$ cat config.mk
export PLATFORM = sky130hd
export DESIGN_NAME = e203_exu_alu_dpath_arb
export DESIGN_NICKNAME = d
export VERILOG_FILES = /design/src/rtl/e203_exu_alu_dpath_arb.sv
export SDC_FILE = /design/constraint.sdc
export NUM_CORES = 1
export LEC_CHECK = 0
export BUFFER_PORTS_ARGS = -buffer_cell sky130_fd_sc_hd__buf_2
export CORE_AREA = 2 2 143 145
export CTS_CLUSTER_DIAMETER = 120
export DETAILED_ROUTE_END_ITERATION = 6
export DIE_AREA = 0 0 145 147
export PLACE_DENSITY = 0.52
export SLEW_MARGIN = 10
export SYNTH_ARGS = -nofsm -noshare
export SYNTH_HDL_FRONTEND = slang
export SYNTH_SLANG_ARGS = --single-unit
export TNS_END_PERCENT = 100
$ cat constraint.sdc
create_clock -name clk -period 6.1 [get_ports clk]
set_input_delay 0.305 -clock clk [delete_from_list [all_inputs] [get_ports clk]]
set_output_delay 0.305 -clock clk [all_outputs]
set_load 0.005 [all_outputs]
$ cat src/rtl/e203_exu_alu_dpath_arb.sv
// Shares one adder/comparator datapath between the BJP, AGU and MDV requesters through a one-entry issue stage.
// Defining E203_ALU_ARB_RR_EN selects round-robin priority; otherwise priority is fixed r0 > r1 > r2.
module e203_exu_alu_dpath_arb #(
   parameter int XLEN = 32,
   parameter int OPW  = 7
) (
   input  logic            clk,
   input  logic            rst,
   input  logic            r0_valid,
   output logic            r0_ready,
   input  logic            r0_lock,
   input  logic [XLEN-1:0] r0_op1,
   input  logic [XLEN-1:0] r0_op2,
   input  logic [OPW-1:0]  r0_op,
   input  logic            r1_valid,
   output logic            r1_ready,
   input  logic            r1_lock,
   input  logic [XLEN-1:0] r1_op1,
   input  logic [XLEN-1:0] r1_op2,
   input  logic [OPW-1:0]  r1_op,
   input  logic            r2_valid,
   output logic            r2_ready,
   input  logic            r2_lock,
   input  logic [XLEN-1:0] r2_op1,
   input  logic [XLEN-1:0] r2_op2,
   input  logic [OPW-1:0]  r2_op,
   output logic [XLEN-1:0] dp_op1,
   output logic [XLEN-1:0] dp_op2,
   output logic [OPW-1:0]  dp_op,
   input  logic [XLEN-1:0] dp_add_res,
   input  logic            dp_cmp_res,
   output logic            rsp_valid,
   input  logic            rsp_ready,
   output logic [1:0]      rsp_id,
   output logic [XLEN-1:0] rsp_add_res,
   output logic            rsp_cmp_res,
   output logic            rsp_err
);

   typedef enum logic {IDLE, LOCKED} state_t;

   state_t          state;
   logic [1:0]      owner;
   logic            stage_valid;
   logic [XLEN-1:0] stage_op1;
   logic [XLEN-1:0] stage_op2;
   logic [OPW-1:0]  stage_op;
   logic [1:0]      stage_id;
   logic            stage_err;

   logic            accept_en;
   logic [1:0]      start;
   logic [2:0]      grant_vec;
   logic [1:0]      grant_id;
   logic [XLEN-1:0] sel_op1;
   logic [XLEN-1:0] sel_op2;
   logic [OPW-1:0]  sel_op;
   logic            sel_lock;
   logic            sel_err;

`ifdef E203_ALU_ARB_RR_EN
   logic [1:0] last_grant;
   assign start = (last_grant == 2'd2) ? 2'd0 : last_grant + 2'd1;
`else
   assign start = 2'd0;
`endif

   assign accept_en = ~stage_valid | rsp_ready;

   // Ready is gated by rst so that all handshakes vanish the moment reset asserts.
   always_comb begin
      grant_vec = 3'b000;
      if (accept_en && !rst) begin
         if (state == LOCKED) begin
            case (owner)
               2'd0:    grant_vec[0] = r0_valid;
               2'd1:    grant_vec[1] = r1_valid;
               default: grant_vec[2] = r2_valid;
            endcase
         end else begin
            case (start)
               2'd1: begin
                  if (r1_valid)      grant_vec[1] = 1'b1;
                  else if (r2_valid) grant_vec[2] = 1'b1;
                  else if (r0_valid) grant_vec[0] = 1'b1;
               end
               2'd2: begin
                  if (r2_valid)      grant_vec[2] = 1'b1;
                  else if (r0_valid) grant_vec[0] = 1'b1;
                  else if (r1_valid) grant_vec[1] = 1'b1;
               end
               default: begin
                  if (r0_valid)      grant_vec[0] = 1'b1;
                  else if (r1_valid) grant_vec[1] = 1'b1;
                  else if (r2_valid) grant_vec[2] = 1'b1;
               end
            endcase
         end
      end
   end

   assign grant_id = grant_vec[2] ? 2'd2 : (grant_vec[1] ? 2'd1 : 2'd0);

   always_comb begin
      sel_op1  = r0_op1;
      sel_op2  = r0_op2;
      sel_op   = r0_op;
      sel_lock = r0_lock;
      case (grant_id)
         2'd1: begin
            sel_op1 = r1_op1; sel_op2 = r1_op2; sel_op = r1_op; sel_lock = r1_lock;
         end
         2'd2: begin
            sel_op1 = r2_op1; sel_op2 = r2_op2; sel_op = r2_op; sel_lock = r2_lock;
         end
         default: ;
      endcase
   end

   // All-zero ops count as malformed too.
   assign sel_err = ($countones(sel_op) != 1);

   always_ff @(posedge clk or posedge rst) begin
      if (rst) begin
         state       <= IDLE;
         owner       <= 2'd0;
         stage_valid <= 1'b0;
         stage_op1   <= '0;
         stage_op2   <= '0;
         stage_op    <= '0;
         stage_id    <= 2'd0;
         stage_err   <= 1'b0;
`ifdef E203_ALU_ARB_RR_EN
         last_grant  <= 2'd2;
`endif
      end else if (|grant_vec) begin
         stage_valid <= 1'b1;
         stage_op1   <= sel_op1;
         stage_op2   <= sel_op2;
         stage_op    <= sel_op;
         stage_id    <= grant_id;
         stage_err   <= sel_err;
`ifdef E203_ALU_ARB_RR_EN
         last_grant  <= grant_id;
`endif
         if (state == IDLE && sel_lock) begin
            state <= LOCKED;
            owner <= grant_id;
         end else if (state == LOCKED && !sel_lock) begin
            state <= IDLE;
         end
      end else if (stage_valid && rsp_ready) begin
         stage_valid <= 1'b0;
      end
   end

   assign r0_ready    = grant_vec[0];
   assign r1_ready    = grant_vec[1];
   assign r2_ready    = grant_vec[2];

   // Idle datapath inputs are forced to zero so the adder does not toggle.
   assign dp_op1      = stage_valid ? stage_op1 : '0;
   assign dp_op2      = stage_valid ? stage_op2 : '0;
   assign dp_op       = stage_valid ? stage_op  : '0;

   assign rsp_valid   = stage_valid;
   assign rsp_id      = stage_valid ? stage_id : 2'd0;
   assign rsp_err     = stage_valid & stage_err;
   assign rsp_add_res = dp_add_res;
   assign rsp_cmp_res = dp_cmp_res;

endmodule

== Word level (Yosys, flattened, before mapping) ==
Index checks and enable logic that the tools add are counted.
Word-level totals
  flip-flop bits (word level): 78
  input port bits: 255
  word-level logic and storage cells: 59
Cells by class
  add/sub/neg operators: 6
  equality and inequality tests: 4
  muxes and demuxes: 24
  bitwise operators: 4
  reductions and logical operators: 13
Operators by type and width (number)
  32-bit one-hot mux with 2 select lines: 2
  32-bit 2-to-1 mux: 2
  7-bit one-hot mux with 2 select lines: 1
  1-bit 2-to-1 mux: 12
  7-bit 2-to-1 mux: 1
  1-bit by 1-bit adder with 2-bit output: 3
  2-bit 2-to-1 mux: 3
  3-bit 2-to-1 mux: 2
  3-bit by 3-bit adder with 4-bit output: 1
  2-bit by 1-bit == test with 1-bit output, second input constant: 2
  1-bit logical AND: 4
  4-bit by 1-bit != test with 1-bit output, second input constant: 1
  2-bit AND reduction: 2
  2-bit nonzero test: 2
  2-bit by 1-bit adder with 3-bit output: 1
  2-bit by 2-bit adder with 3-bit output: 1
  3-bit OR reduction: 1
  2-bit == test, second input constant: 1
  1-bit logical NOT: 2
  2-bit logical NOT: 1
  1-bit NOT: 2
  1-bit one-hot mux with 2 select lines: 1
  2-bit OR reduction: 1
  1-bit AND: 1
  1-bit bitwise OR: 1

== Longest topological paths before layout ==
  word-level depth: 13
  mapped depth: 15
  mapped depth without buffers: 12

== Worst setup path after synthesis ==
OpenSTA, ideal clock, no wires.
  path type: register to register
  start: register stage_valid, in the netlist rsp_valid
  end: register stage_err
  setup time: 132 ps
  arrival time: 3500 ps
  data required time: 5968 ps
  path slack: 2469 ps
  cell stages (with the launch flop): 16
  buffers on the path: 3
  period minus slack after synthesis: 3631 ps
  cell sequence: dfrtp_1 > nor2b_4 > or2_0 > buf_2 > a21o_1 > buf_4 > buf_6 > o2bb2ai_1 > fa_1 > inv_1 > fa_1 > fa_1 > inv_1 > fa_1 > nor3_1 > o21ai_0
On the way
  cells in the longest elaborated chain, start to end: 12
  elaborated cells between the ends (all ways): 17
  classes of those cells: 6 x add/sub; 3 x eq/ne; 4 x mux; 2 x bitwise; 2 x reduce/logical
RTL lines
  start, declared: RTL line 44  | logic stage_valid;
  start signal, assigned: RTL line 127  | stage_valid <= 1'b0;
  start signal, assigned: RTL line 137  | stage_valid <= 1'b1;
  start signal, assigned: RTL line 153  | stage_valid <= 1'b0;
  1-bit NOT (*): RTL line 68  | assign accept_en = ~stage_valid | rsp_ready;
  1-bit bitwise OR (*): RTL line 68
  1-bit logical AND (*): RTL line 73  | if (accept_en && !rst) begin
  3-bit 2-to-1 mux (*): RTL line 73
  1-bit 2-to-1 mux: RTL line 102  | assign grant_id = grant_vec[2] ? 2'd2 : (grant_vec[1] ? 2'd1 : 2'd0);
  2-bit 2-to-1 mux (*): RTL line 102
  2-bit == test or 2-bit by 1-bit == test with 1-bit output (tied branches): RTL line 109  | case (grant_id)
  7-bit one-hot mux with 2 select lines (*): RTL line 109
  net sel_op[1]: RTL line 57  | logic [OPW-1:0] sel_op;
  1-bit by 1-bit adder with 2-bit output (implied by the code) (*): RTL line 121  | assign sel_err = ($countones(sel_op) != 1);
  2-bit by 2-bit adder with 3-bit output (implied by the code) (*): RTL line 121
  3-bit by 3-bit adder with 4-bit output (implied by the code) (*): RTL line 121
  4-bit by 1-bit != test with 1-bit output (*): RTL line 121
  end signal, assigned: RTL line 142  | stage_err <= sel_err;
  end, declared: RTL line 49  | logic stage_err;
The timed path passes the listed nets; every way through them passes the cells marked *.
A chain may end at the register's enable or synchronous reset.

== Final worst setup path ==
  start: register stage_valid, in the netlist rsp_valid
  end: register stage_err
On the way
  cells in the longest elaborated chain, start to end: 12
  elaborated cells between the ends (all ways): 17
  classes of those cells: 6 x add/sub; 3 x eq/ne; 4 x mux; 2 x bitwise; 2 x reduce/logical
RTL lines (RTL line)
  1-bit NOT (*): 68
  1-bit bitwise OR (*): 68
  1-bit logical AND (*): 73
  3-bit 2-to-1 mux (*): 73
  1-bit 2-to-1 mux: 102
  2-bit 2-to-1 mux: 102
  2-bit == test or 2-bit by 1-bit == test with 1-bit output (tied branches): 109
  7-bit one-hot mux with 2 select lines: 109
  1-bit by 1-bit adder with 2-bit output (implied by the code): 121
  2-bit by 2-bit adder with 3-bit output (implied by the code) or 2-bit by 1-bit adder with 3-bit output (tied branches): 121
  3-bit by 3-bit adder with 4-bit output (implied by the code): 121
  4-bit by 1-bit != test with 1-bit output: 121
Every way passes the cells marked *; elsewhere a longest branch is shown, timed or not.

==> results.yml <==
worst_setup_path:
  worst-r2r-setup-slack_ns: 2.10
  path_common_cell: "fa_1"
  endpoint_kind: "flip-flop"
  cp.arrival_ns: 4.22
  cpPeakStageDelay_ns: 0.54
  crit_path_start_kind: "flip-flop"
  worstPathCellList: "nor2b_4 > or2_0 > a21o_2 > buf_4 > a22oi_1 > fa_1 > fa_1 > inv_1 > fa_1 > nor3_1 > o21ai_0"
  slowest_stage: "buf_4"
  crit_fanout: 54
  critical_path_required_ns: 6.31
  crit_type: "reg -> reg"
run:
  timing.max_cap.violations: 0
synth:
  synth_edf_count: 0
  synth-main-ff-cell: "dfrtp_1"
  avgSynthCellArea_um2: 8.186
  ys_types: 36
  yosys_warnings: 0
  yosysTopAreaCell: "dfrtp_1"
  synth_top_family_by_area: "compound AO/OA/AOI/OAI gates"
  synthMuxAreaShare: 0.01282
  synthAdderAreaFrac: 0.01790
  ys_ff_latch: 78
  syn_nets: 892
  syn_area_um2: 5174
  ys_seq_area_frac: 0.3773
  synthTopCellsByArea: "dfrtp_1 (38%), a22o_1 (12%), and2_1 (8.9%), a21oi_1 (6.6%), o21ai_0 (6.3%)"
  synth_compound_area_frac: 0.2837
  yosys.area_share.xor_xnor: 0
  ys_async_sr_fraction: 1.000
  synth_cells: 632
  yosysTopAreaCellShare: 0.3773
  synthSimpleGateAreaFrac: 0.2039
global_route:
  gr-total-overflow: 0
  grt_pass1_wl_um: 29760
  grt_pass1_vias: 5444
  grt_max_degree: 76
  gr-usage-all-layers: 0.1769
  antenna_found_initial: 2
clocking:
  cts_setup_buffers: 0
  cts_tree: "built"
  clockBufferDepth: 2
  clock_latency_ns: 0.34
  cts_resized: 0
  clkSinkCount: 78
  holdBufCountCts: 0
  cts_inserted_buffers: 9
  root_buffer: "clkbuf_16"
  cts_max_level: 3
  clk_pin_slew_ns: 0.06
routing:
  dr_wl_met2_um: 9135
  drt_iter0_drc: 176
  met3_length_um: 1171
  drcViolationCount: 0
  viasPerCell: 4.756
  first_pass_iters: 6
  wl_per_cell_um: 16.49
  top_layer_used: "met4"
  vias: 5417
  routed_wl_um: 18790
  wl_met1_um: 8204
  detail-route-antenna-nets: 0
power:
  powerDensity_nw_per_um2: 389.6
  p_seq_frac: 0.336
  pwr-share-clk: 0.219
  leakagePower_uw: 0.003373
  peakVddDrop_uv: 143.3
  switching_share: 0.3678
  p_comb_frac: 0.446
  power.internal_uw: 1703
  switching_power_uw: 990.6
die:
  core_area_um2: 19840
  die-width_um: 145
  die_h_um: 147
  initial_utilization: 0.2607
  die_area_um2: 21320
  io_pins: 366
  num_rows: 52
timing:
  fin_tns_setup_ns: 0
  rsz0062_at_grt: "false"
  finalSetupViolCount: 0
  fin_worst_skew_ns: 0.01058
  slew-limit-headroom: 0.3410
  fmax_mhz: 249.7
  holdWs_ns: 0.05185
  min_period_ns: 4.005
  hold_violations: 0
  period_share: 0.6565
  drv_slew: 0
  tightest_slew_ns: 0.9862
final_layout:
  layout_common_cells: "buf_2 (299), dfrtp_1 (77), and2_1 (74)"
  areaGrowthSynthToFinish_pct: 33.64
  drive_gt1_frac: 0.3922
  fin_nets: 1123
  mostFrequentLayoutCell: "buf_2"
outcome:
  status: "complete, no violations"
place:
  place_congestion: 0.7788
  port_buffers: 299
  dp_hpwl_um: 13310
min_path:
  min_path_type: "in -> async"
## path summary, 6_finish.rpt
| kind | start | end | cells past startpoint |
|---|---|---|---|
| min in group clk | r1_op1[23] | stage_op1[23] | 2 |
| setup reg to reg | rsp_valid | stage_err | 11 |
| setup / recovery | rsp_valid | stage_err | 11 |
| hold / removal | rst | stage_id[1] | 2 |
| max in group asynchronous | rst | stage_op1[2] | 3 |
| hold reg to reg | stage_id[0] | stage_id[0] | 1 |
## routing by layer
metal,track usage,vias up
met3,0.03975,25
met5,0,-
met4,0.04950,0
met2,0.3107,212
li1,-,2604
met1,0.2186,2576
## per-stage QoR
stage          instance area, um^2    util  worst slack, ns  cells  total power (uW)
5_1_grt                       6909  0.3482            1.771   1137              2939
6_report                      6914  0.3484            2.095   1139              2694
3_5_place_dp                  6594  0.3323            2.010   1122              2133
3_3_place_gp                  6594  0.3323            2.056   1122              2124
2_1_floorplan                 5174       -            2.469    632              1682
4_1_cts                       6909  0.3482            2.036   1137              2743
## cells by family (layout without fill, tap and decap cells)
| logic type | count (synthesis) | count (layout) |
|---|---|---|
| compound gates | 224 | 224 |
| fa+ha+maj | 5 | 5 |
| buf+inv | 97 | 332 |
| flops | 78 | 78 |
| mux | 6 | 6 |
| other cells | 0 | 2 |
| simple gates | 222 | 222 |
## synth_stat cells, drive strengths merged (3+ instances only)
| cell | n |
|---|---|
| nand2 | 67 |
| and2 | 74 |
| inv | 9 |
| a21oi | 68 |
| a22o | 69 |
| mux2 | 5 |
| buf | 63 |
| a21o | 3 |
| fa | 4 |
| nor2 | 73 |
| dfrtp | 78 |
| o21ai | 65 |
| o2bb2ai | 3 |
| a22oi | 7 |
| clkbuf | 25 |
## power by group through the flow
| stage | Clock (uW) | Sequential [uW] | Combinational (uW) |
|---|---|---|---|
| after floorplan | 0 | 869 | 813 |
| after global placement | 0 | 905 | 1220 |
| after detailed placement | 0 | 915 | 1220 |
| after CTS | 612 | 905 | 1230 |
| after global routing | 636 | 938 | 1370 |
| final | 589 | 904 | 1200 |
## critical path: cells and delay by family, from the launching register on
kind                     cells  cell delay, ns
buffers and inverters        2            0.62
adder cells (fa/ha/maj)      3            1.32
AND/OR/NAND/NOR              3            0.81
AO/OA/AOI/OAI                3            0.72
flip-flops                   1            0.36
## area by class of cell
| type | count | area [um^2] |
|---|---|---|
| fillers | 2144 | 12930 |
| multi-input cells | 457 | 2704 |
| flip-flops and latches | 78 | 1953 |
| repair buffers | 308 | 1564 |
| well taps | 270 | 337.8 |
| clock buffers | 12 | 246.5 |
| clock inverters | 3 | 68.82 |
| inverters | 9 | 35.03 |
| diodes | 2 | 5.005 |
## flip-flops by register name (all words and copies together) (netlist names)
signal,cells
stage_op2,32
rsp_valid,1
state,1
stage_op1,32
stage_id,2
owner,2
stage_op,7
stage_err,1
No activity file was read; power rests on OpenSTA's default activity.
